**src/rtl/board_sweep_ctrl.sv**
```systemverilog
// board_sweep_ctrl: drives every SW_W-bit switch pattern (binary or Gray order)
// into a combinational board design, waits SETTLE cycles, captures the packed
// response and streams one (index, response) record per pattern over valid/ready.
// Optional response signature: define SWEEP_MISR_EN to add the SIG port and a
// 32-bit MISR over every accepted record.
module board_sweep_ctrl #(
  parameter int unsigned SW_W   = 6,
  parameter int unsigned OUT_W  = 48,
  parameter int unsigned SETTLE = 1
) (
  input  logic             CLK,
  input  logic             RST,
  input  logic             START,
  input  logic             MODE,
  output logic             BUSY,
  output logic             DONE,
  output logic [SW_W-1:0]  SW,
  input  logic [OUT_W-1:0] RESP,
  output logic             REC_VALID,
  input  logic             REC_READY,
  output logic [SW_W-1:0]  REC_IDX,
  output logic [OUT_W-1:0] REC_DATA
`ifdef SWEEP_MISR_EN
  ,
  output logic [31:0]      SIG
`endif
);

  localparam int unsigned IDX_W = SW_W + 1;
  localparam int unsigned CNT_W = (SETTLE < 2) ? 1 : $clog2(SETTLE + 1);
  localparam logic [IDX_W-1:0] LAST_IDX = {1'b0, {SW_W{1'b1}}};
  localparam logic [CNT_W-1:0] CNT_LOAD = CNT_W'(SETTLE);
  localparam logic [CNT_W-1:0] CNT_ONE  = CNT_W'(1);

  typedef enum logic [1:0] {
    ST_IDLE,
    ST_DRIVE,
    ST_EMIT,
    ST_FINISH
  } state_t;

  // Sweep order: plain index, or reflected Gray code of the index.
  function automatic logic [SW_W-1:0] pat(input logic [SW_W-1:0] i, input logic gray);
    pat = gray ? (i ^ (i >> 1)) : i;
  endfunction

  state_t             state_q,     state_d;
  logic [IDX_W-1:0]   idx_q,       idx_d;
  logic [CNT_W-1:0]   cnt_q,       cnt_d;
  logic               mode_q,      mode_d;
  logic               busy_q,      busy_d;
  logic               done_q,      done_d;
  logic [SW_W-1:0]    sw_q,        sw_d;
  logic               rec_valid_q, rec_valid_d;
  logic [SW_W-1:0]    rec_idx_q,   rec_idx_d;
  logic [OUT_W-1:0]   rec_data_q,  rec_data_d;
  logic [IDX_W-1:0]   idx_inc;

  assign idx_inc = idx_q + IDX_W'(1);

`ifdef SWEEP_MISR_EN
  localparam int unsigned NSLICE = (OUT_W + 31) / 32;
  localparam int unsigned PAD_W  = NSLICE * 32;
  localparam logic [31:0] MISR_POLY = 32'h04C1_1DB7;
  localparam logic [31:0] MISR_SEED = 32'hFFFF_FFFF;

  logic [31:0] sig_q, sig_d;

  // XOR of all 32-bit slices of the record, top slice zero-padded.
  function automatic logic [31:0] fold(input logic [OUT_W-1:0] d);
    logic [PAD_W-1:0] p;
    p    = PAD_W'(d);
    fold = '0;
    for (int unsigned k = 0; k < NSLICE; k++) begin
      fold = fold ^ p[k*32 +: 32];
    end
  endfunction
`endif

  // Next-state and next-output decode for the sweep sequencer.
  always_comb begin
    state_d     = state_q;
    idx_d       = idx_q;
    cnt_d       = cnt_q;
    mode_d      = mode_q;
    busy_d      = busy_q;
    done_d      = 1'b0;
    sw_d        = sw_q;
    rec_valid_d = rec_valid_q;
    rec_idx_d   = rec_idx_q;
    rec_data_d  = rec_data_q;
`ifdef SWEEP_MISR_EN
    sig_d       = sig_q;
`endif
    unique case (state_q)
      ST_IDLE: begin
        if (START) begin
          idx_d   = '0;
          sw_d    = pat('0, MODE);
          mode_d  = MODE;
          cnt_d   = CNT_LOAD;
          busy_d  = 1'b1;
          state_d = ST_DRIVE;
`ifdef SWEEP_MISR_EN
          sig_d   = MISR_SEED;
`endif
        end
      end
      ST_DRIVE: begin
        // Capture on the edge where the settle count reaches zero.
        if (cnt_q == CNT_ONE) begin
          cnt_d       = '0;
          rec_data_d  = RESP;
          rec_idx_d   = idx_q[SW_W-1:0];
          rec_valid_d = 1'b1;
          state_d     = ST_EMIT;
        end else begin
          cnt_d = cnt_q - CNT_ONE;
        end
      end
      ST_EMIT: begin
        if (REC_READY) begin
          rec_valid_d = 1'b0;
`ifdef SWEEP_MISR_EN
          sig_d = {sig_q[30:0], 1'b0} ^ (sig_q[31] ? MISR_POLY : 32'h0) ^ fold(rec_data_q);
`endif
          if (idx_q == LAST_IDX) begin
            sw_d    = '0;
            busy_d  = 1'b0;
            done_d  = 1'b1;
            state_d = ST_FINISH;
          end else begin
            idx_d   = idx_inc;
            sw_d    = pat(idx_inc[SW_W-1:0], mode_q);
            cnt_d   = CNT_LOAD;
            state_d = ST_DRIVE;
          end
        end
      end
      ST_FINISH: begin
        state_d = ST_IDLE;
      end
      default: begin
        state_d = ST_IDLE;
      end
    endcase
  end

  // State and output registers, synchronous active-high reset.
  always_ff @(posedge CLK) begin
    if (RST) begin
      state_q     <= ST_IDLE;
      idx_q       <= '0;
      cnt_q       <= '0;
      mode_q      <= 1'b0;
      busy_q      <= 1'b0;
      done_q      <= 1'b0;
      sw_q        <= '0;
      rec_valid_q <= 1'b0;
      rec_idx_q   <= '0;
      rec_data_q  <= '0;
`ifdef SWEEP_MISR_EN
      sig_q       <= MISR_SEED;
`endif
    end else begin
      state_q     <= state_d;
      idx_q       <= idx_d;
      cnt_q       <= cnt_d;
      mode_q      <= mode_d;
      busy_q      <= busy_d;
      done_q      <= done_d;
      sw_q        <= sw_d;
      rec_valid_q <= rec_valid_d;
      rec_idx_q   <= rec_idx_d;
      rec_data_q  <= rec_data_d;
`ifdef SWEEP_MISR_EN
      sig_q       <= sig_d;
`endif
    end
  end

  assign BUSY      = busy_q;
  assign DONE      = done_q;
  assign SW        = sw_q;
  assign REC_VALID = rec_valid_q;
  assign REC_IDX   = rec_idx_q;
  assign REC_DATA  = rec_data_q;
`ifdef SWEEP_MISR_EN
  assign SIG       = sig_q;
`endif

endmodule

```
**config.mk**
```make
export PLATFORM = sky130hd
export DESIGN_NAME = board_sweep_ctrl
export DESIGN_NICKNAME = d
export VERILOG_FILES = /design/src/rtl/board_sweep_ctrl.sv
export SDC_FILE = /design/constraint.sdc
export NUM_CORES = 1
export LEC_CHECK = 0
export CORE_ASPECT_RATIO = 1.75
export CORE_MARGIN = 2
export CORE_UTILIZATION = 54
export DETAILED_ROUTE_END_ITERATION = 16
export DONT_BUFFER_PORTS = 1
export PLACE_DENSITY_LB_ADDON = 0.05
export SLEW_MARGIN = 20
export SYNTH_ARGS = -nofsm -noshare
export SYNTH_HDL_FRONTEND = slang
export SYNTH_SLANG_ARGS = --single-unit
```
**constraint.sdc**
```tcl
create_clock -name CLK -period 3.2 [get_ports CLK]
set_input_delay 0.48 -clock CLK [delete_from_list [all_inputs] [get_ports CLK]]
set_output_delay 0.48 -clock CLK [all_outputs]
set_load 0.005 [all_outputs]
```
==> flow_summary.json <==
{
  "start_kind": "register",
  "holdBufCountCts": 0,
  "synth_area_leaders": "dfxtp_1 (49%), nand2_1 (15%), a21oi_1 (12%)",
  "place_worst_setup_slack_ns": 1.061,
  "slew_violations": 0,
  "synth-seq-cells": 74,
  "clk_path_buf_depth": 2,
  "ys_seq_area_share_pct": 49.37,
  "whs_ns": 0.2043,
  "grt_pass1_vias": 2282,
  "final_nets": 414,
  "yosys_warnings": 0,
  "hold_viol": 0,
  "gp_congestion": 0.9402,
  "peakVddDrop_uv": 326.3,
  "insertion_delay_ns": 0.34,
  "leakage_nw": 1.065,
  "core_region_area_um2": 5299,
  "track_usage_pct": 21.50,
  "synthCells": 376,
  "synth.largest_area_cell": "dfxtp_1",
  "timing.fmax_ghz": 0.4572,
  "holdCritPathClass": "in -> reg",
  "setup_violations": 0,
  "num_io_pins": 116,
  "final_area_um2": 3198,
  "syn_area_um2": 3000,
  "fin_crit_ns": 2.187,
  "cts.sinks": 74,
  "dp_hpwl_mm": 4.649,
  "vias_per_cell": 5.713,
  "synth_area_per_cell_um2": 7.980,
  "post-synth-top-count-cell": "nand2_1",
  "synth.distinct_cells": 50,
  "clk_pin_slew_ns": 0.08,
  "status": "finished clean",
  "synth_fp_nets": 430,
  "grt_max_degree": 75,
  "power.density_nw_per_um2": 568.8,
  "drive_above_1_share_pct": 6.301,
  "crit_fanout": 12,
  "cts-root-buf": "clkbuf_8",
  "wire_per_inst_um": 15.70,
  "dieArea_um2": 6192,
  "ctsHtreeMaxLevel": 3,
  "cp_data_arrival_time_ns": 2.42,
  "post-route-drc-count": 0,
  "path_class": "reg -> reg",
  "postPlaceCellArea_um2": 2985,
  "required_ns": 3.43,
  "vias": 2508,
  "cts-resized-gates": 0,
  "endpoint_kind": "register",
  "cap_viol_max_count": 0,
  "synth_edf_count": 0,
  "grt_pass1_wl_mm": 10.29,
  "fillers": 488,
  "finalClockSkew_ns": 0.01070,
  "synthArstFlopShare_pct": 0,
  "antenna_found_initial": 0,
  "drt-initial-drc-count": 173,
  "yosys-top-cells-count": "nand2_1 (118), dfxtp_1 (74), a21oi_1 (70), buf_2 (15), clkbuf_1 (12)",
  "tightest_slew_ns": 0.6787,
  "grt-ovfl-total": 0,
  "cts_tree": "built",
  "relSlewSlack_pct": 54.55,
  "dr.pass1.iters": 4,
  "yosysTopAreaCellShare_pct": 49.37,
  "portBuffers": 0,
  "fin_crit_sh_pct": 68.35,
  "antenna_cells": 0,
  "setup_ws_ns": 1.013,
  "row_count": 35,
  "rsz0062_at_grt": "false",
  "synth_flop_cell": "dfxtp_1",
  "cts-buffers-inserted": 9,
  "fin_tns_setup_ns": 0,
  "dieHeight_um": 102.6,
  "die_x_um": 60.35,
  "drtAntennaViolNets": 0,
  "cts_setup_buffers": 0,
  "initial_core_util_pct": 56.62,
  "area_growth_pct": 6.589,
  "routed_wirelength_mm": 6.894
}
==> sequential cells by signal, indices dropped and copies added, names as in the netlist <==
signal and count:
REC_VALID 1, BUSY 1, cnt_q 1, REC_IDX 6, REC_DATA 48, state_q 2, idx_q 7, mode_q 1
DONE 1, SW 6
==> cells in the final DEF (no fill, tap or decap), drive strengths merged, types with 3 or more instances in the layout <==
cell	netlist	layout
o21ai	9	9
nor2	10	10
nand3b	3	3
nand2b	3	3
nand2	118	118
a21oi	71	71
dfxtp	74	74
clkbuf	12	11
and3	3	3
inv	7	8
o32ai	4	4
==> critical path, cell delays in order (launching register included) <==
cell	delay [ns]
dfxtp_1	0.52
ha_1	0.48
nand3_1	0.26
o21ai_1	0.41
o21ai_1	0.14
a32o_1	0.28
==> final timing paths <==
path	from	to	slack (ns)	depth (start not counted)
setup / recovery	idx_q[1]	idx_q[3]	1.01	5
hold / removal	RST	REC_DATA[23]	0.20	1
setup reg to reg	idx_q[1]	idx_q[3]	1.01	5
hold reg to reg	REC_DATA[29]	REC_DATA[29]	0.47	2
==> metrics by stage <==
stage	utilization (%)	instances	power, mW
floorplan	-	376	1.100
global placement	56.34	423	1.110
detailed placement	56.34	423	1.113
CTS	60.19	439	1.836
global route	60.35	439	1.891
finish	60.35	439	1.819
==> area by class of cell <==
type                       count  area [µm²]  share of cell area, %
sequential                    74        1481                  46.32
inverter                       7       26.28                 0.8216
multi-input combinational    266        1379                  43.11
tap                           74       92.59                  2.895
clock inverter                 5       62.56                  1.956
timing repair buffer           2       15.01                 0.4695
clock buffer                  11       141.4                  4.421
==> metal layers <==
metal / share of wire [%] / wire (µm) / global-route usage [%]
met5: 0 / 0 / 0
met4: 2.6 / 179 / 10.94
met3: 7.0 / 486 / 5.897
met2: 51 / 3533 / 36.45
met1: 39 / 2694 / 23.97
==> logic make-up (layout without fill, tap and decap cells) <==
| logic type | count (synthesis) | in the layout | share of synthesized area [%] |
|---|---|---|---|
| mux | 3 | 3 | 1.043 |
| buf+inv | 36 | 25 | 5.129 |
| fa+ha+maj | 1 | 1 | 0.4169 |
| xor+xnor | 4 | 4 | 1.168 |
| flops | 74 | 74 | 49.37 |
| simple gates | 155 | 155 | 22.39 |
| compound gates | 103 | 103 | 20.48 |
==> power by group <==
| group | switching, mW | internal, mW |
|---|---|---|
| combinational | 0.0654 | 0.0383 |
| clock | 0.341 | 0.386 |
| sequential | 0.0354 | 0.953 |
Power figures use the tool's default switching activity.
